**src/rtl/mac_job_sequencer.sv**
```systemverilog
// Job sequencer and datapath for a pipelined signed MAC slice: accepts LEN operand pairs,
// gates the per-stage enables, drains the pipeline and presents the accumulated result.
module mac_job_sequencer #(
    parameter int unsigned A_WIDTH = 18,
    parameter int unsigned B_WIDTH = 18,
    parameter int unsigned P_WIDTH = 48,
    parameter int unsigned AREG    = 1,
    parameter int unsigned MREG    = 1,
    parameter int unsigned LEN_W   = 8
) (
    input  logic                       CLK,
    input  logic                       RST,
    input  logic                       start_valid,
    output logic                       start_ready,
    input  logic [LEN_W-1:0]           len,
    input  logic                       op_valid,
    output logic                       op_ready,
    input  logic signed [A_WIDTH-1:0]  A,
    input  logic signed [B_WIDTH-1:0]  B,
    output logic                       res_valid,
    input  logic                       res_ready,
    output logic signed [P_WIDTH-1:0]  P,
    output logic                       overflow,
    output logic                       ce_in,
    output logic                       ce_m,
    output logic                       ce_p,
    output logic                       rst_p
);

    localparam int unsigned PR_W       = A_WIDTH + B_WIDTH;
    localparam int unsigned D          = AREG + MREG;
    localparam bit          HAS_PIPE   = (D != 0);
    localparam logic [1:0]  DRAIN_LAST = (D == 0) ? 2'd0 : 2'(D - 1);

    typedef enum logic [1:0] {S_IDLE, S_LOAD, S_DRAIN, S_DONE} state_t;

    state_t                     r_state;
    state_t                     w_next;
    logic [LEN_W-1:0]           r_cnt;
    logic [1:0]                 r_dcnt;
    logic signed [P_WIDTH-1:0]  r_p;
    logic                       r_ovf;
    logic                       w_acc;
    logic                       w_start;

    logic signed [A_WIDTH-1:0]  w_a_d;
    logic signed [B_WIDTH-1:0]  w_b_d;
    logic                       w_ta;
    logic signed [PR_W-1:0]     w_a_x;
    logic signed [PR_W-1:0]     w_b_x;
    logic signed [PR_W-1:0]     w_prod;
    logic signed [PR_W-1:0]     w_m_d;
    logic                       w_tm;
    logic signed [P_WIDTH-1:0]  w_m_x;
    logic signed [P_WIDTH-1:0]  w_sum;
    logic                       w_add_ovf;

    always_ff @(posedge CLK) begin
        if (RST) r_state <= S_IDLE;
        else     r_state <= w_next;
    end

    // Next state, handshakes and stage enables
    always_comb begin
        w_next      = r_state;
        start_ready = 1'b0;
        op_ready    = 1'b0;
        res_valid   = 1'b0;
        ce_in       = 1'b0;
        ce_m        = 1'b0;
        ce_p        = 1'b0;
        rst_p       = 1'b0;
        w_acc       = 1'b0;
        w_start     = 1'b0;
        case (r_state)
            S_IDLE: begin
                start_ready = 1'b1;
                if (start_valid) begin
                    w_start = 1'b1;
                    rst_p   = 1'b1;
                    w_next  = (len == '0) ? S_DONE : S_LOAD;
                end
            end
            S_LOAD: begin
                op_ready = 1'b1;
                if (op_valid) begin
                    w_acc = 1'b1;
                    ce_in = 1'b1;
                    ce_m  = 1'b1;
                    ce_p  = 1'b1;
                    if (r_cnt == LEN_W'(1)) w_next = HAS_PIPE ? S_DRAIN : S_DONE;
                end
            end
            S_DRAIN: begin
                ce_in = 1'b1;
                ce_m  = 1'b1;
                ce_p  = 1'b1;
                if (r_dcnt == DRAIN_LAST) w_next = S_DONE;
            end
            S_DONE: begin
                res_valid = 1'b1;
                if (res_ready) w_next = S_IDLE;
            end
            default: w_next = S_IDLE;
        endcase
    end

    always_ff @(posedge CLK) begin
        if (RST) begin
            r_cnt  <= '0;
            r_dcnt <= '0;
        end else begin
            if (w_start)    r_cnt <= len;
            else if (w_acc) r_cnt <= r_cnt - LEN_W'(1);
            if (r_state == S_DRAIN) r_dcnt <= r_dcnt + 2'd1;
            else                    r_dcnt <= '0;
        end
    end

    // Input register stage; data only captured on an accepted pair
    if (AREG != 0) begin : g_areg
        logic signed [A_WIDTH-1:0] r_a;
        logic signed [B_WIDTH-1:0] r_b;
        logic                      r_ta;
        always_ff @(posedge CLK) begin
            if (RST) begin
                r_a  <= '0;
                r_b  <= '0;
                r_ta <= 1'b0;
            end else begin
                if (ce_in) r_ta <= w_acc;
                if (w_acc) begin
                    r_a <= A;
                    r_b <= B;
                end
            end
        end
        assign w_a_d = r_a;
        assign w_b_d = r_b;
        assign w_ta  = r_ta;
    end else begin : g_no_areg
        assign w_a_d = A;
        assign w_b_d = B;
        assign w_ta  = w_acc;
    end

    assign w_a_x  = PR_W'(w_a_d);
    assign w_b_x  = PR_W'(w_b_d);
    assign w_prod = w_a_x * w_b_x;

    if (MREG != 0) begin : g_mreg
        logic signed [PR_W-1:0] r_m;
        logic                   r_tm;
        always_ff @(posedge CLK) begin
            if (RST) begin
                r_m  <= '0;
                r_tm <= 1'b0;
            end else if (ce_m) begin
                r_tm <= w_ta;
                if (w_ta) r_m <= w_prod;
            end
        end
        assign w_m_d = r_m;
        assign w_tm  = r_tm;
    end else begin : g_no_mreg
        assign w_m_d = w_prod;
        assign w_tm  = w_ta;
    end

    assign w_m_x     = P_WIDTH'(w_m_d);
    assign w_sum     = r_p + w_m_x;
    assign w_add_ovf = (r_p[P_WIDTH-1] == w_m_x[P_WIDTH-1]) && (w_sum[P_WIDTH-1] != r_p[P_WIDTH-1]);

    // Wrapping accumulator with sticky signed-overflow flag
    always_ff @(posedge CLK) begin
        if (RST || w_start) begin
            r_p   <= '0;
            r_ovf <= 1'b0;
        end else if (ce_p && w_tm) begin
            r_p <= w_sum;
            if (w_add_ovf) r_ovf <= 1'b1;
        end
    end

    assign P        = r_p;
    assign overflow = r_ovf;

endmodule

```
**config.mk**
```make
export PLATFORM = sky130hd
export DESIGN_NAME = mac_job_sequencer
export DESIGN_NICKNAME = d
export VERILOG_FILES = /design/src/rtl/mac_job_sequencer.sv
export SDC_FILE = /design/constraint.sdc
export NUM_CORES = 1
export LEC_CHECK = 0
export ABC_AREA = 1
export CORE_UTILIZATION = 39
export CTS_CLUSTER_SIZE = 40
export DETAILED_ROUTE_END_ITERATION = 8
export SLEW_MARGIN = 20
export SYNTH_ARGS = -nofsm -noshare
export SYNTH_HDL_FRONTEND = slang
export SYNTH_SLANG_ARGS = --single-unit
```
**constraint.sdc**
```tcl
create_clock -name CLK -period 7.1 [get_ports CLK]
set_input_delay 1.775 -clock CLK [delete_from_list [all_inputs] [get_ports CLK]]
set_output_delay 1.775 -clock CLK [all_outputs]
set_load 0.03 [all_outputs]
```
== Word-level counts from Yosys, hierarchy flattened ==
Index checks and enable logic that the tools add are counted.
Cells by class
  $add $sub $neg: 3
  multipliers: 1
  equality and inequality tests: 12
  muxes and demuxes: 17
  bitwise operators: 1
  reductions and logical operators: 10
Operators with widths (number)
  $add A48 B36 Y48: 1
  $mul A18 B18 Y36: 1
  $mux W8: 2
  $mux W2: 6
  $ne A2 B2 Y1 const B: 5
  $eq A8 B1 Y1 const B: 1
  $logic_not A8 Y1: 1
  $pmux W2 S4: 1
  $sub A8 B1 Y8 const B: 1
  $mux W1: 7
  $reduce_and A5 Y1: 1
  $eq A2 B1 Y1 const B: 2
  $eq A2 B2 Y1 const B: 2
  $reduce_and A2 Y1: 2
  $add A2 B1 Y2 const B: 1
  $logic_and A1 B1 Y1: 2
  $logic_not A2 Y1: 1
  $pmux W1 S2: 1
  $reduce_bool A2 Y1: 1
  $reduce_or A2 Y1: 1
  $eq A1 B1 Y1: 1
  $logic_or A1 B1 Y1: 1
  $ne A1 B1 Y1: 1
  $not A1 Y1: 1
Storage, ports and cells
  register bits: 135
  input bits: 49
  output and inout port bits: 56
  word-level logic and storage cells: 54

== Logic depth before layout (Yosys ltp) ==
Gate-level depths: netlist of run 1.
  word-level depth: 4
  mapped depth: 30
  gate-level depth less buffers: 28

== Worst setup path before layout of run 1 ==
No wires, ideal clock.
  path kind: register to register
  start: register g_areg.r_b[4]
  end: register g_mreg.r_m[34]
  library setup time: 0.109 ns
  arrival time: 5.592 ns
  data required time: 6.991 ns
  setup slack: 1.399 ns
  stages on the path, launching flop included: 23
  path buffers: 2
  clock period less this slack: 5.701 ns
  cell sequence: dfxtp_1 clkbuf_1 clkbuf_1 nand2_1 fa_1 inv_1 fa_1 inv_1 fa_1 fa_1 fa_1 fa_1 inv_1 ha_1 nand2_1 nor2_1 inv_1 nor4_1 nand2_1 nand3_1 nand3_1 nand2_1 inv_1
Between the ends
  word-level cells in the longest chain between the ends: 1
RTL lines
  from (decl): line 123  | logic signed [B_WIDTH-1:0] r_b;
  from (signal assigned): line 128  | r_b <= '0;
  from (signal assigned): line 134  | r_b <= B;
  $mul A18 B18 Y36: line 149  | assign w_prod = w_a_x * w_b_x;
  to (signal assigned): line 160  | if (w_ta) r_m <= w_prod;
  to (decl): line 152  | logic signed [PR_W-1:0] r_m;
No other way between the ends.
A chain may end at the register's enable or synchronous reset.

== Final worst setup path of run 1 ==
  start: register g_areg.r_b[3]
  end: register g_mreg.r_m[30]
The elaborated chain is that of the path after synthesis.

==> reports/metrics.yaml, run 1 <==
status: "complete, no violations"
number_of_placed_instances_with_taps_included: 3988
postPlaceCellArea_um2: 24100
power_density_nw_per_um2: 162
final.setup.tns_ps: 0
final_cell_count_no_fill: 4020
design.core.area_um2: 56400
final.period_utilization_pct: 91.6
die_area_um2: 58000
ctsRootBufferMaster: "clkbuf_16"
max_transition_viols_final: 0
crit-reg2reg-capture: "g_mreg.r_m[30]$_SDFFE_PP0P_"
postCtsResizedCells: 0
grt_pass1_vias: 19167
p_leak_nw: 14.1
critical_path.most_common_cell: "fa_1"
criticalPathCategory: "reg -> reg"
detail_route.wirelength_mm: 63.1
fill_cells: 6015
maxSlewHeadroom_pct: 39.2
grt_pass1_wl_mm: 102
worstPathCellList: "nand2_1 > fa_1 > inv_1 > fa_1 > inv_1 > fa_1 > fa_1 > fa_1 > fa_1 > inv_1 > ha_1 > nand2_1 > nor2_1 > inv_1 > nor2_1 > and3_1 > nand2_1 > nand4_1 > nand3_1 > nand2_1 > inv_1"
first_iter_violations: 1210
hp-start: "r_dcnt[0]$_SDFF_PP0_"
firstDrtPassIters: 6
synthCells: 3193
transition_at_the_pin_with_the_smallest_max_transition_slack_ps: 912
num_antenna_cells: 0
r2r_setup_slack_ps: 600
worstHoldPathCells: 1
finalHoldViolations: 0
longest_clk_path_bufs: 2
antenna_found_initial: 1
switchingPower_mw: 1.93
critPathLaunchType: "flop"
htree_num_levels: 4
die_x_um: 241
yosys_register_bits: 135
numCtsBuffers: 17
synthesis_to_layout_area_growth_pct: 11.0
final_critical_path_setup_slack_ps: 598
drcViolationCount: 0
cts.reportedPaths.clkPinSlew_ps: 70
worst-r2r-cell-count: 21
power_frac_comb_pct: 51.9
drv.max_cap_violation_count: 0
die_height_um: 241
fin_crit_ps: 6500
cts_tree: "yes"
grt-ovfl-total: 0
boundaryPins: 105
vdd_ir_drop_max_mv: 0.203
switching_share_pct: 48.2
hold_path.class: "reg -> reg"
cts_hold_buffers: 0
ys_warn_count: 0
drt.antenna.violating_nets: 0
post_cts_buffers: 0
end_kind: "flop"
dp_hpwl_mm: 53.2
timing.critical_path.slowest_cell_delay_ps: 800
mappedNetlistArea_um2: 22300
syn-num-nets: 3719
synth.yosys.seq_area_share_pct: 12.1
clock_sink_count: 135
vias_per_cell: 4.78
fmax_mhz: 154
grt_max_degree: 52
clock-skew-final_ps: 26.1
vias: 19224
dp_worst_setup_slack_ps: 638
global_placer_s_final_weighted_congestion: 0.960
layout.cell_area.non_filler_um2: 24700
final_util_pct: 43.8
floorplan.rows: 87
holdWs_ps: 433
worstPathMaxFanout: 19
finish.net_count: 3777
cp_slowest_cell: "dfxtp_1"
dr_wl_cell_um: 15.7
clk-insertion-delay-late_ps: 500
power_share_of_the_sequential_group_pct: 25.2
hold_path_end: "r_dcnt[0]$_SDFF_PP0_"
worstReg2RegStart: "g_areg.r_b[3]$_SDFFE_PP0P_"
critPathArrivalTime_ps: 6890
finalSetupViolCount: 0
groute.usage.overall_pct: 23.2
buffer_ports.inserted: 104
final_layout_size_suffix_gt1_share_pct: 4.32
cellInternalPower_mw: 2.07
cp_data_required_time_ps: 7490
count_of_cell_types_in_the_netlist: 47
clock_power_share_pct: 22.8
finalPower_mw: 4.00
unrepaired_setup_endpoints_after_global_routing: "false"
initial_utilization_pct: 39.5
post_synth.cell_area_avg_um2: 6.97
## worst max-delay path: cells and delay by family, from the launching register on
family                   cells  cell delay, ps
adder cells (fa/ha/maj)      7            3780
buffers and inverters        5             470
flip-flops                   1             800
AND/OR/NAND/NOR              9            1360
## power groups by stage
stage / clock (mW) / combinational [mW] / sequential [mW]
floorplan: 0 / 1.57 / 0.867
global placement: 0 / 2.08 / 1.02
detailed placement: 0 / 2.10 / 1.02
CTS: 0.948 / 2.11 / 1.01
global route: 0.972 / 2.38 / 1.02
finish: 0.913 / 2.08 / 1.01
## how the worst max path moves through the flow
stage                                     from                          end  slack, ps
floorplan           g_areg.r_b[4]$_SDFFE_PP0P_  g_mreg.r_m[34]$_SDFFE_PP0P_       1400
finish              g_areg.r_b[3]$_SDFFE_PP0P_  g_mreg.r_m[30]$_SDFFE_PP0P_        600
global placement    g_areg.r_b[3]$_SDFFE_PP0P_  g_mreg.r_m[30]$_SDFFE_PP0P_        710
detailed placement  g_areg.r_b[3]$_SDFFE_PP0P_  g_mreg.r_m[30]$_SDFFE_PP0P_        640
CTS                 g_areg.r_b[3]$_SDFFE_PP0P_  g_mreg.r_m[30]$_SDFFE_PP0P_        620
global route        g_areg.r_b[3]$_SDFFE_PP0P_  g_mreg.r_m[30]$_SDFFE_PP0P_        180
## cells by family after synthesis
logic type / after synthesis / share of synthesized area (%)
flip-flops: 135 / 12.1
buffers and inverters: 978 / 16.7
adder cells (fa/ha/maj): 477 / 38.0
XOR/XNOR: 42 / 1.65
AND/OR/NAND/NOR: 1218 / 22.4
AO/OA/AOI/OAI: 343 / 9.09
## flip-flops by register name, indices dropped and copies added (netlist names)
register	count
g_mreg.r_tm	1
P	48
g_areg.r_a	18
r_dcnt	2
overflow	1
g_areg.r_ta	1
r_cnt	8
g_mreg.r_m	36
r_state	2
g_areg.r_b	18
## synth_stat cells, drive strengths merged
| cell type | number | share of area (%) |
|---|---|---|
| o311ai | 1 | 0.039 |
| a32oi | 1 | 0.039 |
| ha | 147 | 8.3 |
| nor3 | 21 | 0.56 |
| and3 | 1 | 0.028 |
| o21a | 42 | 1.4 |
| o21bai | 42 | 1.4 |
| nand3b | 1 | 0.034 |
| nor2 | 220 | 4.0 |
| nor3b | 1 | 0.034 |
| xnor2 | 8 | 0.31 |
| dfxtp | 135 | 12 |
| nand2b | 1 | 0.028 |
| nand3 | 100 | 2.3 |
| o22ai | 1 | 0.028 |
| a31o | 1 | 0.039 |
| buf | 33 | 0.78 |
| inv | 865 | 15 |
| and2 | 1 | 0.028 |
| a211oi | 1 | 0.034 |
| o21ai | 121 | 2.8 |
| nand4 | 31 | 0.87 |
| a21oi | 109 | 2.5 |
| a21o | 10 | 0.34 |
| o2111ai | 1 | 0.039 |
| fa | 330 | 30 |
| nor4 | 4 | 0.11 |
| a31oi | 8 | 0.22 |
| or2 | 6 | 0.17 |
| o211ai | 5 | 0.17 |
| xor2 | 34 | 1.3 |
| clkbuf | 80 | 1.3 |
| nand2 | 831 | 14 |
## cell usage in the layout, fill, tap and decap left out, types with 31 or more instances in the layout
| cell type | n |
|---|---|
| a21oi_1 | 108 |
| buf_4 | 48 |
| clkdlybuf4s50_1 | 104 |
| dfxtp_1 | 135 |
| fa_1 | 330 |
| ha_1 | 147 |
| inv_1 | 857 |
| nand2_1 | 813 |
| nand3_1 | 97 |
| nand4_1 | 31 |
| nor2_1 | 204 |
| o21a_1 | 42 |
| o21ai_0 | 102 |
| o21bai_1 | 42 |
| xor2_1 | 34 |
## routing by layer
layer,vias to the layer above,part of all wire (%),global-route usage (%)
li1,9501,-,-
met1,9227,46,31.2
met2,430,46,38.2
met3,66,5.1,3.64
met4,0,2.3,6.87
met5,-,0,0
## layout make-up
cell class                      count  area, um2  area share [%]
Timing Repair Buffer              152       1400            5.67
Tap cell                          756        946            3.83
Inverter                          865       3250            13.1
Clock inverter                     14        135           0.547
Sequential cell                   135       2700            10.9
Clock buffer                       18        439            1.78
Multi-Input combinational cell   2080      15800            64.1
No activity file was read; power rests on OpenSTA's default activity.
==> inputs of run 2 (changes only) <==
CORE_ASPECT_RATIO = 1.2   (was not set)
CORE_MARGIN = 10   (was not set)
==> run 2 against run 1 <==
Against the previous run:
- via count down 1.4%
- clock power up 5.8%
- sequential share of layout area about the same
- largest power group unchanged
- first-iteration DRC count down 25%
==> reports/metrics.yaml, run 2 (synthesis results as in run 1) <==
floorplan.rows: 95
p_leak_nw: 14.1
switchingPower_mw: 1.90
die_x_um: 238
vias_per_cell: 4.76
finalHoldViolations: 0
grt_pass1_wl_mm: 103
clk-insertion-delay-late_ps: 510
transition_at_the_pin_with_the_smallest_max_transition_slack_ps: 1030
use_met2_pct: 35.3
cts_tree: "yes"
max_transition_viols_final: 0
groute.usage.overall_pct: 19.4
design.core.area_um2: 56200
r2r_setup_slack_ps: 680
hold_path_end: "r_dcnt[0]$_SDFF_PP0_"
cts.reportedPaths.clkPinSlew_ps: 80
clock-skew-final_ps: 24.2
largest_register_ff_count: 48
switching_share_pct: 47.2
die_height_um: 282
antenna_found_initial: 1
boundaryPins: 105
dp_hpwl_mm: 53.5
grt_pass1_vias: 19561
buffer_ports.inserted: 104
cp_data_required_time_ps: 7540
power_density_nw_per_um2: 163
finalSetupViolCount: 0
criticalPathCategory: "reg -> reg"
fmax_mhz: 156
hold_path.class: "reg -> reg"
end_kind: "flop"
grt.busiest_layer: "met2"
cellInternalPower_mw: 2.12
clock_power_share_pct: 24.0
status: "complete, no violations"
hp-start: "r_dcnt[0]$_SDFF_PP0_"
first_iter_violations: 911
initial_utilization_pct: 39.6
fill_cells: 5860
power_frac_comb_pct: 50.8
power_share_of_the_sequential_group_pct: 25.2
worst-r2r-cell-count: 25
synthesis_to_layout_area_growth_pct: 10.8
grt-ovfl-total: 0
htree_num_levels: 4
detail_route.wirelength_mm: 62.6
mostFrequentLayoutCell: "inv_1"
clock_sink_count: 135
vdd_ir_drop_max_mv: 0.183
die_area_um2: 67100
grt_util_met3_pct: 2.65
final_cell_count_no_fill: 3984
drcViolationCount: 0
number_of_placed_instances_with_taps_included: 3952
postCtsResizedCells: 0
finish.net_count: 3770
post_cts_buffers: 0
worstReg2RegStart: "g_areg.r_b[0]$_SDFFE_PP0P_"
dr_wl_cell_um: 15.7
num_antenna_cells: 0
maxSlewHeadroom_pct: 31.4
numCtsBuffers: 17
commonest_cells_after_routing_fill_and_taps_aside: "inv_1 (857), nand2_1 (813), fa_1 (330)"
longest_clk_path_bufs: 2
vias: 18955
final_layout_size_suffix_gt1_share_pct: 4.11
grt_max_degree: 52
drt.antenna.violating_nets: 0
ctsRootBufferMaster: "clkbuf_16"
final.setup.tns_ps: 0
critPathLaunchType: "flop"
drv.max_cap_violation_count: 0
critPathArrivalTime_ps: 6860
cts_hold_buffers: 0
unrepaired_setup_endpoints_after_global_routing: "false"
crit-reg2reg-capture: "g_mreg.r_m[26]$_SDFFE_PP0P_"
worstPathMaxFanout: 19
firstDrtPassIters: 6
worstHoldPathCells: 1
global_placer_s_final_weighted_congestion: 0.974
fin_crit_ps: 6420
global_route.usage.met1_pct: 22.8
final.period_utilization_pct: 90.5
[run 2: power by group through the flow]
stage,sequential (mW),combinational [mW],clock [mW]
after floorplan,0.867,1.57,0
after global placement,1.03,2.03,0
after detailed placement,1.03,2.05,0
after CTS,1.01,2.06,0.998
after global routing,1.03,2.35,1.02
final,1.01,2.05,0.966
[run 2: worst max-delay path by stage]
stage	startpoint	endpoint	slack (ps)
2_1_floorplan	g_areg.r_b[4]$_SDFFE_PP0P_	g_mreg.r_m[34]$_SDFFE_PP0P_	1400
3_3_place_gp	g_areg.r_b[0]$_SDFFE_PP0P_	g_mreg.r_m[27]$_SDFFE_PP0P_	710
3_5_place_dp	g_areg.r_b[0]$_SDFFE_PP0P_	g_mreg.r_m[27]$_SDFFE_PP0P_	720
4_1_cts	g_areg.r_b[0]$_SDFFE_PP0P_	g_mreg.r_m[27]$_SDFFE_PP0P_	700
5_1_grt	g_areg.r_b[0]$_SDFFE_PP0P_	g_mreg.r_m[26]$_SDFFE_PP0P_	100
6_report	g_areg.r_b[0]$_SDFFE_PP0P_	g_mreg.r_m[26]$_SDFFE_PP0P_	680
[run 2: final cells by class]
type	instances	area [um2]	share of cell area, %
inverter	865	3250	13.2
timing repair buffer	145	1350	5.47
clock inverter	14	161	0.655
multi-input combinational	2080	15800	64.3
tap	727	910	3.69
clock buffer	18	439	1.78
sequential	135	2700	11.0
[run 2: routing by layer]
layer,vias up,part of all wire [%]
li1,9493,-
met4,0,3.4
met3,91,3.0
met1,9059,43
met2,312,51
met5,-,0
[run 2: critical path, cell delays in order (launching register included)]
cell and delay (ps):
dfxtp_1 750, nand2_1 190, inv_1 160, fa_1 450
inv_1 190, fa_1 440, inv_1 110, ha_1 470
inv_1 280, fa_1 550, inv_1 50, fa_1 520
inv_1 50, fa_1 470, inv_1 40, ha_1 350
nand2_1 110, nor2_1 140, inv_1 90, nor2_1 280
nand3_1 250, nand3_1 150, a21oi_1 70, o21ai_0 80
nand2_1 60, inv_1 40
[run 2: stage by stage]
stage | instance area (um2) | hold WS (ps) | setup WS, ps | total power, mW | utilization [%]
6_report | 24600 | 433 | 676 | 4.02 | 43.8
5_1_grt | 24600 | 442 | 99.4 | 4.40 | 43.8
4_1_cts | 24600 | 435 | 699 | 4.07 | 43.8
3_5_place_dp | 24000 | 424 | 723 | 3.08 | 42.8
3_3_place_gp | 24000 | 425 | 711 | 3.06 | 42.8
2_1_floorplan | 22300 | 406 | 1400 | 2.44 | -
